**src/rtl/ibex_rf_write_arbiter.sv**
```systemverilog
// Register-file W1 arbiter: LSU responses win the port; EX results bypass or queue in order.
// Optional IBEX_RF_WB_FWD_EN: forward in-flight write data instead of stalling decode on it.
module ibex_rf_write_arbiter #(
  parameter bit          RV32E     = 1'b0,
  parameter int unsigned DataWidth = 32,
  parameter int unsigned FifoDepth = 2
) (
  input  logic                 clk_i,
  input  logic                 rst_i,
  input  logic                 ex_we_i,
  input  logic [4:0]           ex_waddr_i,
  input  logic [DataWidth-1:0] ex_wdata_i,
  output logic                 ex_ready_o,
  input  logic                 lsu_req_i,
  input  logic [4:0]           lsu_req_waddr_i,
  input  logic                 lsu_rvalid_i,
  input  logic [4:0]           lsu_waddr_i,
  input  logic [DataWidth-1:0] lsu_wdata_i,
  output logic                 rf_we_o,
  output logic [4:0]           rf_waddr_o,
  output logic [DataWidth-1:0] rf_wdata_o,
  input  logic [4:0]           raddr_a_i,
  input  logic [4:0]           raddr_b_i,
  input  logic [DataWidth-1:0] rf_rdata_a_i,
  input  logic [DataWidth-1:0] rf_rdata_b_i,
  output logic [DataWidth-1:0] rdata_a_o,
  output logic [DataWidth-1:0] rdata_b_o,
  output logic                 stall_o
);

  localparam int unsigned CntW     = $clog2(FifoDepth + 1);
  localparam logic [4:0]  AddrMask = RV32E ? 5'h0f : 5'h1f;

  typedef struct packed {
    logic [4:0]           addr;
    logic [DataWidth-1:0] data;
  } entry_t;

  entry_t          fifo_q     [FifoDepth];
  entry_t          fifo_shift [FifoDepth];
  entry_t          enq_entry;
  logic [CntW-1:0] count_q;
  logic [CntW-1:0] wr_pos;
  logic [31:0]     sb_q;

  logic [4:0] ex_idx;
  logic [4:0] req_idx;
  logic [4:0] rsp_idx;
  logic       fifo_empty;
  logic       fifo_full;
  logic       pop;
  logic       ex_acc;
  logic       bypass;
  logic       enq;

  logic [4:0] rd_idx  [2];
  logic       rd_pend [2];

  assign ex_idx    = ex_waddr_i & AddrMask;
  assign req_idx   = lsu_req_waddr_i & AddrMask;
  assign rsp_idx   = lsu_waddr_i & AddrMask;
  assign rd_idx[0] = raddr_a_i & AddrMask;
  assign rd_idx[1] = raddr_b_i & AddrMask;
  assign enq_entry = '{addr: ex_idx, data: ex_wdata_i};

  always_comb begin
    fifo_empty = (count_q == '0);
    fifo_full  = (count_q == CntW'(FifoDepth));
    pop        = !lsu_rvalid_i && !fifo_empty;
    ex_ready_o = !(fifo_full && !pop) && !sb_q[ex_idx];
    ex_acc     = ex_we_i && ex_ready_o;
    // EX may only bypass when nothing older is queued and the LSU is idle.
    bypass     = ex_acc && fifo_empty && !lsu_rvalid_i;
    enq        = ex_acc && !bypass && (ex_idx != '0);
    wr_pos     = pop ? (count_q - CntW'(1)) : count_q;

    rf_we_o    = 1'b0;
    rf_waddr_o = '0;
    rf_wdata_o = '0;
    if (lsu_rvalid_i) begin
      if (rsp_idx != '0) begin
        rf_we_o    = 1'b1;
        rf_waddr_o = rsp_idx;
        rf_wdata_o = lsu_wdata_i;
      end
    end else if (pop) begin
      rf_we_o    = 1'b1;
      rf_waddr_o = fifo_q[0].addr;
      rf_wdata_o = fifo_q[0].data;
    end else if (bypass && (ex_idx != '0)) begin
      rf_we_o    = 1'b1;
      rf_waddr_o = ex_idx;
      rf_wdata_o = ex_wdata_i;
    end
  end

  always_comb begin
    fifo_shift = fifo_q;
    for (int unsigned i = 1; i < FifoDepth; i++) begin
      fifo_shift[i-1] = fifo_q[i];
    end
  end

  always_ff @(posedge clk_i or posedge rst_i) begin
    if (rst_i) begin
      count_q <= '0;
      for (int unsigned i = 0; i < FifoDepth; i++) begin
        fifo_q[i] <= '0;
      end
    end else begin
      count_q <= count_q + CntW'(enq) - CntW'(pop);
      for (int unsigned i = 0; i < FifoDepth; i++) begin
        if (enq && (CntW'(i) == wr_pos)) begin
          fifo_q[i] <= enq_entry;
        end else if (pop) begin
          fifo_q[i] <= fifo_shift[i];
        end
      end
    end
  end

  // Set is applied after clear so a same-register request wins over a response.
  always_ff @(posedge clk_i or posedge rst_i) begin
    if (rst_i) begin
      sb_q <= '0;
    end else begin
      if (lsu_rvalid_i) begin
        sb_q[rsp_idx] <= 1'b0;
      end
      if (lsu_req_i && (req_idx != '0)) begin
        sb_q[req_idx] <= 1'b1;
      end
    end
  end

`ifdef IBEX_RF_WB_FWD_EN
  logic [DataWidth-1:0] rd_rf   [2];
  logic [DataWidth-1:0] rd_data [2];

  assign rd_rf[0] = rf_rdata_a_i;
  assign rd_rf[1] = rf_rdata_b_i;

  // A response to a pending register is forwarded from the write port, so it no longer stalls.
  always_comb begin
    for (int unsigned p = 0; p < 2; p++) begin
      rd_pend[p] = sb_q[rd_idx[p]] && !(lsu_rvalid_i && (rsp_idx == rd_idx[p]));
      rd_data[p] = rd_rf[p];
      for (int unsigned i = 0; i < FifoDepth; i++) begin
        if ((CntW'(i) < count_q) && (fifo_q[i].addr == rd_idx[p])) begin
          rd_data[p] = fifo_q[i].data;
        end
      end
      if (rf_we_o && (rf_waddr_o == rd_idx[p])) begin
        rd_data[p] = rf_wdata_o;
      end
      if (rd_idx[p] == '0) begin
        rd_pend[p] = 1'b0;
        rd_data[p] = '0;
      end
    end
  end

  assign rdata_a_o = rd_data[0];
  assign rdata_b_o = rd_data[1];
`else
  // Without forwarding any in-flight write to the operand also counts as not yet available.
  always_comb begin
    for (int unsigned p = 0; p < 2; p++) begin
      rd_pend[p] = sb_q[rd_idx[p]] || (rf_we_o && (rf_waddr_o == rd_idx[p]));
      for (int unsigned i = 0; i < FifoDepth; i++) begin
        if ((CntW'(i) < count_q) && (fifo_q[i].addr == rd_idx[p])) begin
          rd_pend[p] = 1'b1;
        end
      end
      if (rd_idx[p] == '0) begin
        rd_pend[p] = 1'b0;
      end
    end
  end

  assign rdata_a_o = rf_rdata_a_i;
  assign rdata_b_o = rf_rdata_b_i;
`endif

  assign stall_o = rd_pend[0] || rd_pend[1];

endmodule

```
**config.mk**
```make
export PLATFORM = sky130hd
export DESIGN_NAME = ibex_rf_write_arbiter
export DESIGN_NICKNAME = d
export VERILOG_FILES = /design/src/rtl/ibex_rf_write_arbiter.sv
export SDC_FILE = /design/constraint.sdc
export NUM_CORES = 1
export LEC_CHECK = 0
export BUFFER_PORTS_ARGS = -buffer_cell sky130_fd_sc_hd__buf_2
export CORE_UTILIZATION = 39
export DETAILED_ROUTE_END_ITERATION = 16
export PLACE_DENSITY = 0.73
export SLEW_MARGIN = 10
export SYNTH_ARGS = -nofsm -noshare
export SYNTH_HDL_FRONTEND = slang
export SYNTH_SLANG_ARGS = --single-unit
export TNS_END_PERCENT = 1
```
**constraint.sdc**
```tcl
create_clock -name clk_i -period 5.6 [get_ports clk_i]
set_input_delay 0.56 -clock clk_i [delete_from_list [all_inputs] [get_ports clk_i]]
set_output_delay 0.56 -clock clk_i [all_outputs]
set_load 0.02 [all_outputs]
```
Word-level counts from Yosys, hierarchy flattened

Index checks and enable logic that the tools add are counted.

Register bits: 108
Bits of input ports: 158

$add $sub $neg: 3
Multiplexer cells: 33
Magnitude comparators: 9
Eq/ne operators: 8
Bitwise operators: 3
Reduce and logical (&&, ||, !) cells: 37

Operators by type and width:

| cell                                                                                 | number |
|---|---|
| 32-bit 2-to-1 mux                                                                    | 6 |
| 37-bit 2-to-1 mux                                                                    | 2 |
| 32-bit AND                                                                           | 1 |
| 32-bit inverter                                                                      | 1 |
| 32-bit OR                                                                            | 1 |
| 5-bit == test                                                                        | 6 |
| 5-bit by 6-bit < comparator with 1-bit output (second input constant)                | 5 |
| 1-bit logical AND                                                                    | 20 |
| 5-bit 2-to-1 mux                                                                     | 4 |
| 1-bit binary-select mux with 5-bit select                                            | 3 |
| 1-bit 2-to-1 mux                                                                     | 15 |
| 5-bit nonzero test                                                                   | 3 |
| 1-bit demux with 5-bit select                                                        | 2 |
| 5-bit by 1-bit greater-or-equal comparator with 1-bit output (second input constant) | 2 |
| 5-bit logical NOT                                                                    | 2 |
| 1-bit logical NOT                                                                    | 6 |
| 2-bit logical NOT                                                                    | 2 |
| 1-bit by 2-bit < comparator with 1-bit output (first input constant)                 | 2 |
| 1-bit logical OR                                                                     | 3 |
| 2-bit by 1-bit adder with 2-bit output                                               | 1 |
| 1-bit by 2-bit == test with 1-bit output (first input constant)                      | 1 |
| 2-bit == test (second input constant)                                                | 1 |
| 2-bit 2-to-1 mux                                                                     | 1 |
| 2-bit nonzero test                                                                   | 1 |
| other kinds (2)                                                                      | 2 |

Logic depth before layout (Yosys ltp)

Depth after elaboration: 21
Mapped depth: 12
Mapped depth without buffers: 11

Worst setup path after synthesis

OpenSTA, ideal clock, no wires.

Path kind: in2out
Start point: input port ex_waddr_i[0]
End point: output port stall_o
Arrival: 3199 ps
Stages: 9
Slack: 1841 ps
Path buffers: 2
Cells stage by stage: buf_6 > mux4_2 > a22o_1 > o21ai_1 > nand4_1 > clkbuf_1 > o31ai_1 > o2111ai_1 > o21ai_1

RTL lines:

| element                                   | line | RTL |
|---|---|---|
| start, declared                           | 11   | `input logic [4:0] ex_waddr_i,` |
| 1-bit binary-select mux with 5-bit select | 70   | `ex_ready_o = !(fifo_full && !pop) && !sb_q[ex_idx];` |
| 1-bit 2-to-1 mux (implied by the code)    | 70   |  |
| 1-bit logical NOT                         | 70   |  |
| 1-bit logical AND                         | 70   |  |
| 1-bit logical AND                         | 71   | `ex_acc = ex_we_i && ex_ready_o;` |
| 1-bit logical AND (2 in a row)            | 73   | `bypass = ex_acc && fifo_empty && !lsu_rvalid_i;` |
| 1-bit logical AND (*)                     | 90   | `end else if (bypass && (ex_idx != '0)) begin` |
| 1-bit 2-to-1 mux (*)                      | 90   |  |
| 1-bit 2-to-1 mux (*)                      | 86   | `end else if (pop) begin` |
| 1-bit 2-to-1 mux (*)                      | 80   | `if (lsu_rvalid_i) begin` |
| via rf_we_o                               | 19   | `output logic rf_we_o,` |
| 1-bit logical AND                         | 169  | `rd_pend[p] = sb_q[rd_idx[p]] \|\| (rf_we_o && (rf_waddr_o == rd_idx[p]));` |
| 1-bit logical OR                          | 169  |  |
| 1-bit 2-to-1 mux (2 in a row)             | 171  | `if ((CntW'(i) < count_q) && (fifo_q[i].addr == rd_idx[p])) begin` |
| 1-bit 2-to-1 mux                          | 175  | `if (rd_idx[p] == '0) begin` |
| 1-bit logical OR (*)                      | 185  | `assign stall_o = rd_pend[0] \|\| rd_pend[1];` |
| end, declared                             | 28   | `output logic stall_o` |

The timed path passes the listed nets; every way through them passes the cells marked *. The select of a mux whose other input is x is not followed.

Worst setup path after layout

Start point: register count_q[0]
End point: output port stall_o

Longest elaborated chain between the ends: 21

Ends and longest elaborated chain:

| element                       | line | RTL |
|---|---|---|
| start, declared               | 42   | `logic [CntW-1:0] count_q;` |
| start signal, assigned        | 111  | `count_q <= count_q + CntW'(enq) - CntW'(pop);` |
| 2-bit logical NOT             | 67   | `fifo_empty = (count_q == '0);` |
| 1-bit logical NOT             | 69   | `pop = !lsu_rvalid_i && !fifo_empty;` |
| 1-bit logical AND             | 69   |  |
| 1-bit logical NOT             | 70   |  |
| 1-bit logical AND             | 70   |  |
| 1-bit logical NOT             | 70   |  |
| 1-bit logical AND             | 70   |  |
| 1-bit logical AND             | 71   |  |
| (+4 left out)                 | n/a  |  |
| 5-bit 2-to-1 mux              | 86   |  |
| 5-bit 2-to-1 mux              | 80   |  |
| 5-bit == test                 | 169  |  |
| 1-bit logical AND             | 169  |  |
| 1-bit logical OR              | 169  |  |
| 1-bit 2-to-1 mux (2 in a row) | 171  |  |
| 1-bit 2-to-1 mux              | 175  |  |
| 1-bit logical OR (*)          | 185  |  |

Mark *: on every way between the ends. The rest lies on a longest branch, timed or not.

==> parameters.txt <==
Parameter                              Value

Run status
  Result of the run    completed

Global routing
  Total gr overflow    0
  Wire length of the first global-routing pass    28.2 mm
  Pin count of the biggest net entering global routing    75
  Number of antenna violations at the first check in global routing    2
  Total routing usage reported by global routing    19.4%
  Vias in the first global route    5,215

Route
  DR DRC count    0
  Wire per inst    18.2 µm
  Detailed-route wire length    18.0 mm
  First DRT Iteration DRCs    767
  First-pass DRT Iterations    9
  Drt via density    5.81
  Remaining number of nets flagged by the antenna check after routing    0
  Total number of vias    5,751

Logic synthesis
  Sequential element share of the synthesized area    37.9%
  Mean post-synth cell area    9.91 µm²
  Yosys warning total    0
  Flip-flop cell with the highest count after synthesis    dfrtp_1
  FF+latch count, synth    108
  Post-synth design cell area    0.00714 mm²
  Proportion of register bits with asynchronous set or reset after synthesis    100%
  Post-Syn Instances    720
  Number of flops mapped to enable cells by yosys    0
  Unique cell type count in the Yosys netlist    54
  Net count after synthesis    883

Place
  Final HPWL from detailed placement    12.8 mm
  Standard cell area after detailed placement    0.00744 mm²
  Port bufs    133
  Final weighted congestion of routability-driven global placement    0.958

STA
  Measured slew at the worst slew-check pin    0.805 ns
  Number of endpoints failing setup at the final stage    0
  Fin crit share    84.1%
  Setup TNS Final    0 ns
  Unrepaired setup endpoints after global routing    no
  Worst-case headroom to the max-slew limit    46.3%
  Highest Clock Rate    0.212 GHz
  Max-slew violation count    0
  Final critical path time including I/O delays and setup    4.71 ns
  Final Hold Violating Endpoints    0
  Maximum clock skew at final layout    0.0163 ns

Setup path
  Type of destination of the critical path    output port
  CP required    5.04 ns
  CP Launch Type    flop
  CP delay by family, top    simple AND/OR/NAND/NOR gates
  Buffering stage count on the worst path with inverters included    2
  Top fanout value on the critical path    21
  Setup CP Type    flop to output port
  Cell with the largest stage delay on the worst path    or2_2
  Highest cell delay on the worst timing path    0.59 ns
  CP cell instances    inv_1 -> ha_1 -> or2_2 -> a21boi_0 -> nand4_1 -> or3_1 -> a31o_2 -> a311oi_1 -> o21ai_1 -> buf_2
  Arr. time, crit path    4.15 ns

Clocking
  Skew-Pair Late Insertion Delay    0.36 ns
  TritonCTS clock tree    yes
  Number of buffers created by CTS    9
  Cells resized by post-CTS repair    0
  Number of buffers on the longest clock path    2
  Number of H-tree branching levels    3
  Number of buffers inserted to repair setup after CTS    0
  Reg clk slew, reported paths    0.08 ns
  Number of sinks handled by clock tree synthesis    108
  Clock root buffer master    clkbuf_16
  Count of hold buffers inserted by post-cts repair    0

Floorplanning
  Floorplan die area    0.0188 mm²
  Die Span Y    137 µm
  Number of placed I/O pins    262
  Starting density of the core    39.7%
  Row cnt    49
  Width of the die    137 µm
  Total core area    0.0180 mm²

Power and ir drop
  Maximum vdd drop    0.000161 V
  Seq pwr share    39.9%
  Cell-internal power    2.12 mW
  Switch Pwr    1.31 mW
  Proportion of total power due to net switching    38.3%
  Combinational group share of total power    40.3%
  Clock share of power    19.9%
  Total power density per cell area    441 mW/mm²
  Leakage Power    3.51 nW

Finish
  Layout net count    918
  Commonest non-fill, non-tap cell in the layout    buf_2
  Fraction of final layout cells with drive strength greater than 1    26.4%
  Final-layout fill cell count    1,728
  Final design instance area without fill    0.00777 mm²
  Area growth syn-to-layout    8.80%
  Top library cells by usage in the layout, fill and taps aside    buf_2 (133), dfrtp_1 (108), o21ai_0 (105)

Min path
  Hold Crit Class    input port to asynchronous set/reset pin

Flow run
  Maxcap violations    0
[cell usage after synthesis, drive strengths merged (9+ instances only)]
library cell  number  share of area, %
dfrtp            108                38
o21ai            107               7.5
buf               81               8.2
nand2             48               2.5
mux2i             47               6.6
inv               45               2.4
mux2              38               6.0
a222oi            33               4.6
clkbuf            33               1.7
nor2              27               1.6
mux4              24               7.6
xnor2             12               1.5
nand3             11              0.77
nand3b            10               1.1
xor2              10               1.2
a21oi              9              0.63
[sequential cells by signal (all words and copies together), names as in the netlist]
name	count
fifo_q	74
sb_q	32
count_q	2
[metal layers]
layer,GRT usage [%],vias to the layer above,part of all wire [%]
met5,0,-,0.072
met4,8.18,2,2.1
met3,3.27,40,7.1
met2,29.9,247,48
met1,26.8,2821,43
li1,-,2641,-
[final timing paths]
check	to	from	slack, ns	depth (start not counted)
max reg2reg	fifo_q[32]	count_q[0]	1.40	8
min	sb_q[11]	rst_i	0.37	2
min reg2reg	fifo_q[5]	fifo_q[5]	0.49	1
max in group asynchronous	fifo_q[4]	rst_i	4.20	3
min in group clk_i	fifo_q[67]	ex_wdata_i[30]	0.43	3
max	stall_o	count_q[0]	0.89	10
[layout make-up]
class	instances	area, µm²	area share (%)
clock inverters	7	103	1.32
repair buffers	138	703	9.05
well taps	229	287	3.69
diodes	1	2.50	0.0322
inverters	45	171	2.21
clock buffers	9	225	2.90
flip-flops and latches	108	2700	34.8
multi-input cells	453	3570	46.0
[through the flow]
| step | hold slack [ns] | cells | setup WS (ns) | total power [mW] | utilization, % |
|---|---|---|---|---|---|
| after CTS | 0.408 | 989 | 0.877 | 3.46 | 43.2 |
| after floorplan | 0.457 | 720 | 1.84 | 2.44 | - |
| after detailed placement | 0.474 | 973 | 1.29 | 2.77 | 41.4 |
| final | 0.374 | 990 | 0.892 | 3.43 | 43.2 |
| after global placement | 0.466 | 973 | 1.40 | 2.72 | 41.4 |
| after global routing | 0.437 | 990 | 0.551 | 3.69 | 43.2 |
[kinds of logic after synthesis]
group	synth area share, %
flip-flops	37.9
adder cells (fa/ha/maj)	0.876
buffers and inverters	12.3
XOR/XNOR	2.70
AND/OR/NAND/NOR	9.76
multiplexers	20.2
AO/OA/AOI/OAI	16.3
[power by group through the flow]
stage,Clock [mW],Combinational [mW],Sequential (mW)
floorplan,0,1.16,1.29
global placement,0,1.35,1.37
detailed placement,0,1.38,1.38
CTS,0.703,1.39,1.37
global route,0.728,1.55,1.41
finish,0.682,1.38,1.37
(Power assumes the default switching activity.)
